`src/rtl/ppu_render_sequencer_if.sv`:
```
// Start/busy handshake bundle between the render sequencer and its three sub-engines.
// A start pulse lasts exactly one cycle. Busy is ignored in the following (ARM) cycle,
// and the sequencer then waits for busy to drop; engines must raise busy within 1 cycle of start.
interface ppu_render_sequencer_if;
  logic color_start;
  logic color_busy;
  logic sprite_start;
  logic sprite_busy;
  logic tile_start;
  logic tile_busy;

  modport master (
    output color_start, sprite_start, tile_start,
    input  color_busy, sprite_busy, tile_busy
  );

  modport slave (
    input  color_start, sprite_start, tile_start,
    output color_busy, sprite_busy, tile_busy
  );
endinterface

```
`src/rtl/ppu_render_sequencer.sv`:
```
// Frame sequencer: walks lines and tiles, handshaking with the colour, sprite and tile engines,
// with fine-X partial tiles, optional per-line palette reload and a per-handshake watchdog.
module ppu_render_sequencer #(
  parameter int H_PIXELS         = 256,
  parameter int V_LINES          = 240,
  parameter int TILE_W           = 8,
  parameter int ROW_W            = 9,
  parameter int COL_W            = 9,
  parameter int PALETTE_PER_LINE = 1,
  parameter int TIMEOUT          = 1023
) (
  input  logic                      clk,
  input  logic                      rst,
  ppu_render_sequencer_if.master    eng,
  input  logic                      vga_done,
  input  logic                      render_en,
  input  logic [$clog2(TILE_W)-1:0] fine_x,
  output logic [ROW_W-1:0]          pixel_row,
  output logic [COL_W-1:0]          pixel_col,
  output logic                      vblank,
  output logic                      frame_done,
  output logic [7:0]                frame_count,
  output logic                      timeout_err,
  output logic [2:0]                dbg_state
);

  localparam int FX_W  = $clog2(TILE_W);
  localparam int TILES = H_PIXELS / TILE_W;
  localparam int TI_W  = $clog2(TILES + 1);
  localparam int WD_W  = (TIMEOUT > 0) ? $clog2(TIMEOUT + 1) : 1;

  localparam logic [WD_W-1:0]  WD_LAST    = WD_W'((TIMEOUT > 0) ? TIMEOUT - 1 : 0);
  localparam logic [TI_W-1:0]  LAST_NOFX  = TI_W'(TILES - 1);
  localparam logic [TI_W-1:0]  LAST_FX    = TI_W'(TILES);
  localparam logic [ROW_W-1:0] ROW_LAST   = ROW_W'(V_LINES - 1);
  localparam logic [COL_W-1:0] COL_STEP   = COL_W'(TILE_W);

  typedef enum logic [2:0] {
    S_IDLE   = 3'd0,
    S_COLOR  = 3'd1,
    S_SPRITE = 3'd2,
    S_TILE   = 3'd3,
    S_VBLANK = 3'd4
  } state_t;

  typedef enum logic [1:0] {
    PH_START = 2'd0,
    PH_ARM   = 2'd1,
    PH_WAIT  = 2'd2
  } phase_t;

  state_t          state;
  phase_t          phase;
  logic [WD_W-1:0] wd_cnt;
  logic [TI_W-1:0] tile_idx;
  logic [FX_W-1:0] fine_x_l;

  logic cur_busy;
  logic wd_fire;
  logic hs_done;
  logic last_tile;

  always_comb begin
    cur_busy = 1'b0;
    case (state)
      S_COLOR:  cur_busy = eng.color_busy;
      S_SPRITE: cur_busy = eng.sprite_busy;
      S_TILE:   cur_busy = eng.tile_busy;
      default:  cur_busy = 1'b0;
    endcase
  end

  // A watchdog expiry completes the handshake exactly like busy falling.
  assign wd_fire   = (TIMEOUT != 0) && (wd_cnt == WD_LAST);
  assign hs_done   = (phase == PH_WAIT) && (!cur_busy || wd_fire);
  assign last_tile = (tile_idx == ((fine_x_l != '0) ? LAST_FX : LAST_NOFX));
  assign dbg_state = state;

  always_ff @(posedge clk) begin
    if (rst) begin
      state           <= S_IDLE;
      phase           <= PH_START;
      wd_cnt          <= '0;
      tile_idx        <= '0;
      fine_x_l        <= '0;
      pixel_row       <= '0;
      pixel_col       <= '0;
      vblank          <= 1'b0;
      frame_done      <= 1'b0;
      frame_count     <= '0;
      timeout_err     <= 1'b0;
      eng.color_start  <= 1'b0;
      eng.sprite_start <= 1'b0;
      eng.tile_start   <= 1'b0;
    end else begin
      eng.color_start  <= 1'b0;
      eng.sprite_start <= 1'b0;
      eng.tile_start   <= 1'b0;
      frame_done       <= 1'b0;
      case (state)
        S_IDLE: begin
          if (vga_done) begin
            fine_x_l    <= fine_x;
            timeout_err <= 1'b0;
            pixel_row   <= '0;
            tile_idx    <= '0;
            pixel_col   <= COL_W'(0) - COL_W'(fine_x);
            phase       <= PH_START;
            if (render_en) begin
              state           <= S_COLOR;
              eng.color_start <= 1'b1;
            end else begin
              state       <= S_VBLANK;
              vblank      <= 1'b1;
              frame_done  <= 1'b1;
              frame_count <= frame_count + 8'd1;
            end
          end
        end
        S_COLOR, S_SPRITE, S_TILE: begin
          case (phase)
            PH_START: begin
              phase  <= PH_ARM;
              wd_cnt <= '0;
            end
            PH_ARM: phase <= PH_WAIT;
            default: begin
              if (hs_done) begin
                if (cur_busy) timeout_err <= 1'b1;
                phase <= PH_START;
                if (state == S_COLOR) begin
                  state            <= S_SPRITE;
                  eng.sprite_start <= 1'b1;
                end else if (state == S_SPRITE) begin
                  state          <= S_TILE;
                  eng.tile_start <= 1'b1;
                end else if (!last_tile) begin
                  tile_idx       <= tile_idx + TI_W'(1);
                  pixel_col      <= pixel_col + COL_STEP;
                  eng.tile_start <= 1'b1;
                end else if (pixel_row != ROW_LAST) begin
                  pixel_row <= pixel_row + ROW_W'(1);
                  tile_idx  <= '0;
                  pixel_col <= COL_W'(0) - COL_W'(fine_x_l);
                  if (PALETTE_PER_LINE != 0) begin
                    state           <= S_COLOR;
                    eng.color_start <= 1'b1;
                  end else begin
                    state            <= S_SPRITE;
                    eng.sprite_start <= 1'b1;
                  end
                end else begin
                  state       <= S_VBLANK;
                  vblank      <= 1'b1;
                  frame_done  <= 1'b1;
                  frame_count <= frame_count + 8'd1;
                end
              end else begin
                wd_cnt <= wd_cnt + WD_W'(1);
              end
            end
          endcase
        end
        S_VBLANK: begin
          // Holding here until vga_done falls gives one frame per vga_done period.
          if (!vga_done) begin
            state  <= S_IDLE;
            vblank <= 1'b0;
          end
        end
        default: state <= S_IDLE;
      endcase
    end
  end

endmodule

```
`src/flat_wrapper.sv`:
```
// flat-port wrapper written by rule: the top's interface ports become plain ports
module ppu_render_sequencer_flat 
#(
  parameter int H_PIXELS         = 256,
  parameter int V_LINES          = 240,
  parameter int TILE_W           = 8,
  parameter int ROW_W            = 9,
  parameter int COL_W            = 9,
  parameter int PALETTE_PER_LINE = 1,
  parameter int TIMEOUT          = 1023
)
  (clk, rst, vga_done, render_en, fine_x, pixel_row, pixel_col, vblank, frame_done, frame_count, timeout_err, dbg_state, eng_color_start, eng_sprite_start, eng_tile_start, eng_color_busy, eng_sprite_busy, eng_tile_busy);
  ppu_render_sequencer_if eng_i ();
  input  logic clk;
  input  logic rst;
  input  logic vga_done;
  input  logic render_en;
  input  logic [$clog2(TILE_W)-1:0] fine_x;
  output logic [ROW_W-1:0] pixel_row;
  output logic [COL_W-1:0] pixel_col;
  output logic vblank;
  output logic frame_done;
  output logic [7:0] frame_count;
  output logic timeout_err;
  output logic [2:0] dbg_state;
  output wire logic [$bits(eng_i.color_start)-1:0] eng_color_start;
  output wire logic [$bits(eng_i.sprite_start)-1:0] eng_sprite_start;
  output wire logic [$bits(eng_i.tile_start)-1:0] eng_tile_start;
  input wire logic [$bits(eng_i.color_busy)-1:0] eng_color_busy;
  input wire logic [$bits(eng_i.sprite_busy)-1:0] eng_sprite_busy;
  input wire logic [$bits(eng_i.tile_busy)-1:0] eng_tile_busy;
  assign eng_color_start = eng_i.color_start;
  assign eng_sprite_start = eng_i.sprite_start;
  assign eng_tile_start = eng_i.tile_start;
  assign eng_i.color_busy = eng_color_busy;
  assign eng_i.sprite_busy = eng_sprite_busy;
  assign eng_i.tile_busy = eng_tile_busy;
  ppu_render_sequencer #(.H_PIXELS(H_PIXELS), .V_LINES(V_LINES), .TILE_W(TILE_W), .ROW_W(ROW_W), .COL_W(COL_W), .PALETTE_PER_LINE(PALETTE_PER_LINE), .TIMEOUT(TIMEOUT)) u_core (.clk(clk), .rst(rst), .eng(eng_i), .vga_done(vga_done), .render_en(render_en), .fine_x(fine_x), .pixel_row(pixel_row), .pixel_col(pixel_col), .vblank(vblank), .frame_done(frame_done), .frame_count(frame_count), .timeout_err(timeout_err), .dbg_state(dbg_state));
endmodule
```
`config.mk`:
```
export PLATFORM = sky130hd
export DESIGN_NAME = ppu_render_sequencer_flat
export DESIGN_NICKNAME = d
export VERILOG_FILES = /design/src/rtl/ppu_render_sequencer_if.sv /design/src/rtl/ppu_render_sequencer.sv /design/src/flat_wrapper.sv
export SDC_FILE = /design/constraint.sdc
export NUM_CORES = 1
export LEC_CHECK = 0
export CAP_MARGIN = 20
export CORE_MARGIN = 5
export CORE_UTILIZATION = 34
export DETAILED_ROUTE_END_ITERATION = 8
export PLACE_DENSITY = 0.58
export SLEW_MARGIN = 20
export SYNTH_ARGS = -nofsm -noshare
export SYNTH_HDL_FRONTEND = slang
export SYNTH_SLANG_ARGS = --single-unit
```
`constraint.sdc`:
```
create_clock -name clk -period 2.9 [get_ports clk]
set_clock_uncertainty 0.05 [all_clocks]
set_input_delay 0.435 -clock clk [delete_from_list [all_inputs] [get_ports clk]]
set_output_delay 0.435 -clock clk [all_outputs]
set_load 0.03 [all_outputs]
```
# Word-level counts from Yosys, hierarchy flattened
# Cells that the tools add are included.
# Widths: inputs -> output; s select.
# word_totals
input_bits	10
wordCells	156
out_inout_bits	35
register_bits	56
# op_classes
n_reduce_logical	21
bitwise_logic	3
mux	87
eq_ne	24
add_sub_neg	7
# op_table
operator	n
$mux 9	14
$mux 8	8
$mux 6	8
$pmux 9 s2	2
$mux 1	32
$mux 3	9
$pmux 10 s2	1
$ne 2x2->1 const B	8
$pmux 8 s2	1
$pmux 6 s2	1
$add 10x1->10 const B	1
$eq 10x10->1 const B	1
$mux 10	1
$reduce_and 10->1	1
$reduce_and 5->1	2
$add 9x1->9 const B	1
$add 9x4->9 const B	1
$ne 9x8->1 const B	1
$pmux 3 s3	1
$reduce_and 9->1	1
$add 8x1->8 const B	1
$ne 2x1->1 const B	4
$ne 4x1->1 const B	2
$pmux 2 s2	2
28 further kinds	38

# Longest topological paths before layout
# logic_depth
depth_word	9
mapped_depth	10
depth_no_buf	9

# Least setup slack after synthesis
# No wires, ideal clock.
# synth_path
path_kind	reg-to-reg
from	register u_core.pixel_row[0]
to	register u_core.pixel_col[8]
arrival_ps	2184
stages_incl_launch_ff	7
path_slack_ps	570
setup_time_ps	95
required_ps	2755
path_cell_list	dfxtp_1 > ha_1 > nand4_1 > or4_1 > a211oi_1 > nor2_1 > a221oi_1
# synth_between
elab_chain_len	3
# synth_rtl
item	line_no	source
start: declaration	ppu_render_sequencer.sv:18	output logic [ROW_W-1:0] pixel_row,
start signal: assignment	ppu_render_sequencer.sv:142	pixel_row <= pixel_row + ROW_W'(1);
$ne 9x8->1	ppu_render_sequencer.sv:141	end else if (pixel_row != ROW_LAST) begin
$ne 3x3->1 (no source line)	-	
$reduce_and 7->1 (no source line)	-	
end signal: assignment	ppu_render_sequencer.sv:107	pixel_col <= COL_W'(0) - COL_W'(fine_x);
end signal: assignment	ppu_render_sequencer.sv:139	pixel_col <= pixel_col + COL_STEP;
end signal: assignment	ppu_render_sequencer.sv:144	pixel_col <= COL_W'(0) - COL_W'(fine_x_l);
end: declaration	ppu_render_sequencer.sv:19	output logic [COL_W-1:0] pixel_col,
# Every way passes these cells.
# A chain may end at the register's enable or synchronous reset.

# Worst setup path in the final report
# layout_path
from	register u_core.fine_x_l[0]
to	register u_core.pixel_row[5]
# layout_between
elab_chain_len	5
# layout_rtl
item	line_no	source
start: declaration	ppu_render_sequencer.sv:56	logic [FX_W-1:0] fine_x_l;
start signal: assignment	ppu_render_sequencer.sv:103	fine_x_l <= fine_x;
$reduce_bool 3->1	ppu_render_sequencer.sv:76	assign last_tile = (tile_idx == ((fine_x_l != '0) ? LAST_FX : LAST_NOFX));
$mux 6	ppu_render_sequencer.sv:76	
$eq 6x6->1	ppu_render_sequencer.sv:76	
$ne 2x1->1 (no source line)	-	
$reduce_and 8->1 (no source line)	-	
# Every way passes these cells.

==> reports/results.ini <==
[drt]
wl_per_cell_um = 14.7
drt_pre_antenna_iters = 4
vias = 2943
postRouteAntennaNets = 0
drtIter0Drc = 101
drcViolationCount = 0
wl_um = 7950
vias_per_cell = 5.43

[critical_path]
criticalPathCategory = flop to flop
critPathArrivalTime_ps = 2710
cp_common_cell = ha_1
crit_path_cell_trace = inv_1, ha_1, ha_1, nor4_1, nand3_1, a221o_1, a21oi_4, o21ai_1, a31o_1
cpMaxStageDelayCell = a221o_1
critPathMaxStageDelay_ps = 440
end_kind = flop
path_max_fanout = 9
critPathLaunchType = flop
worstPathRequired_ps = 3060

[die]
dieArea_um2 = 11300
io_pins = 45
die_x_um = 106
rows = 35
initial_core_util_pct = 34.5
die_y_um = 106
core_area_um2 = 9110

[grt]
use_met1_pct = 18.8
grt_pass1_vias = 2866
overflow = 0
grt_use_total_pct = 14.3
grt_max_degree = 20
grt_use_met3_pct = 2.79
antenna_found_initial = 0
grt_use_met2_pct = 23.8
busiest_layer = met2
grt_pass1_wl_um = 13500

[placed_design]
dpl.cell_count = 534
place_area_um2 = 3740
io_buffer_count = 44
place_congestion = 0.906
dp_hpwl_um = 5900

[synthesis]
ys.warnings.count = 0
netlist_area_um2 = 3140
avgSynthCellArea_um2 = 8.21
synth_top_area_share_pct = 35.7
synth_fp_nets = 401
synthDistinctLibCells = 70
synth-async-reset-ratio_pct = 0
ys.flop_type = dfxtp_1
postSynthCellCount = 382
yosys.area.top_type = dfxtp_1
ys_top_cells_by_area = dfxtp_1 36%, nor2_1 5.7%, a21oi_1 4.0%
synth_most_common_cell = dfxtp_1
synth_edf_count = 0
ys_seq_elements = 56
synthTopCellsByCount = 56 x dfxtp_1, 48 x nor2_1, 28 x nand2_1
seq_area_frac_synth_pct = 35.7

[pwr]
p_total_mw = 2.26
p_leak_nw = 1.33
p_per_area_nw_per_um2 = 589
ir_worst_vdd_mv = 0.216

[cts]
cts_buffers = 5
root_buffer = clkbuf_8
postCtsSetupBuffers = 0
insertion_delay_ps = 320
cts_hold_buf = 0
clock_path_buffers = 2
cts_resized = 0
cts.sinks = 56
cts_tree = yes
clkTransAtPathRegs_ps = 110
h-tree-depth = 2

[timing]
fin_crit_sh_pct = 88.1
period_needed_ps = 2560
setup_viol = 0
max_freq_mhz = 391
rsz0062_at_grt = false
tns_ps = 0
worst_pin_slew_ps = 677
max-slew-margin-rel_pct = 54.6
finalHoldViolCount = 0
slew_violations = 0

[cells_and_area]
layout-drive-gt1-share_pct = 9.74
final_cells = 542
nets = 449
area_growth_syn_to_layout_pct = 22.1
design_area_um2 = 3830
diodes = 0

[run]
maxCapViolCount = 0

[outcome]
status = finished clean

[hold_path]
hold_class = flop to flop

==> per-layer routing <==
| metal | vias up | wire [um] |
|---|---|---|
| met5 | - | 0 |
| met4 | 0 | 140 |
| met3 | 11 | 379 |
| met2 | 73 | 3600 |
| met1 | 1371 | 3820 |
| li1 | 1488 | - |
==> sequential cells by signal, indices dropped and copies added, names as in the netlist, 2 cells and up <==
| signal | cells |
|---|---|
| u_core.fine_x_l | 3 |
| u_core.pixel_row | 9 |
| u_core.tile_idx | 6 |
| u_core.wd_cnt | 10 |
| u_core.pixel_col | 9 |
| u_core.phase | 2 |
| u_core.dbg_state | 3 |
| u_core.frame_count | 8 |
==> worst paths after layout <==
path                  startpoint                   to  slack (ps)  cells past startpoint
max           u_core.fine_x_l[0]  u_core.pixel_row[5]         340                      9
min          u_core.pixel_col[8]  u_core.pixel_col[8]         450                      2
max reg2reg   u_core.fine_x_l[0]  u_core.pixel_row[5]         340                      9
min reg2reg  u_core.pixel_col[8]  u_core.pixel_col[8]         450                      2
==> cells in the final DEF, fill, tap and decap left out, types with 3 or more instances in the layout <==
cell type / instances
dfxtp_1: 56
nor2_1: 48
clkdlybuf4s50_1: 44
nand2_1: 28
a21oi_1: 25
o21ai_0: 20
nand3_1: 19
nor3_1: 16
inv_1: 15
buf_4: 13
xnor2_1: 11
ha_1: 9
nand4_1: 7
mux2i_1: 6
o21ai_1: 6
or3_1: 6
clkbuf_8: 6
and3_1: 5
a211oi_1: 5
and2_1: 5
a21o_1: 5
a311oi_1: 4
nor4_1: 4
or2_1: 3
o31ai_1: 3
a31oi_1: 3
o32ai_1: 3
nand2b_1: 3
==> layout make-up <==
cell class                      count  area (um^2)
Tap cell                          111          139
Sequential cell                    56         1120
Timing Repair Buffer               57          538
Clock inverter                      1         7.51
Multi-Input combinational cell    294         1880
Fill cell                         919         5280
Inverter                           16         60.1
Clock buffer                        7         86.3
==> power breakdown <==
group | total (mW) | leakage [nW] | switching, mW | internal [mW]
Sequential | 0.906 | 0.454 | 0.0674 | 0.839
Combinational | 0.898 | 0.831 | 0.553 | 0.345
Clock | 0.452 | 0.0445 | 0.257 | 0.195
==> logic make-up after synthesis <==
logic type	count (synthesis)	share of synthesized area [%]
muxes	8	2.75
adders and majority gates	9	3.59
DFF	56	35.7
xor gates and xnor gates	13	3.63
and+or+nand+nor	166	28.3
buffers and inverters	32	4.35
AOI/OAI and AO/OA	98	21.7
==> worst max-delay path: cells and delay by family (launching register included) <==
| kind | cells | cell delay [ps] |
|---|---|---|
| adders and majority gates | 2 | 420 |
| AOI/OAI and AO/OA | 4 | 1050 |
| and+or+nand+nor | 2 | 510 |
| DFF | 1 | 360 |
| buffers and inverters | 1 | 60 |
==> through the flow <==
stage	hold slack (ps)	utilization, %	setup slack, ps
after floorplan	412	-	570
after global placement	427	41.0	303
after detailed placement	433	41.0	268
after CTS	448	42.1	349
after global routing	476	42.1	135
final	448	42.1	345
No activity file was read; power rests on OpenSTA's default activity.
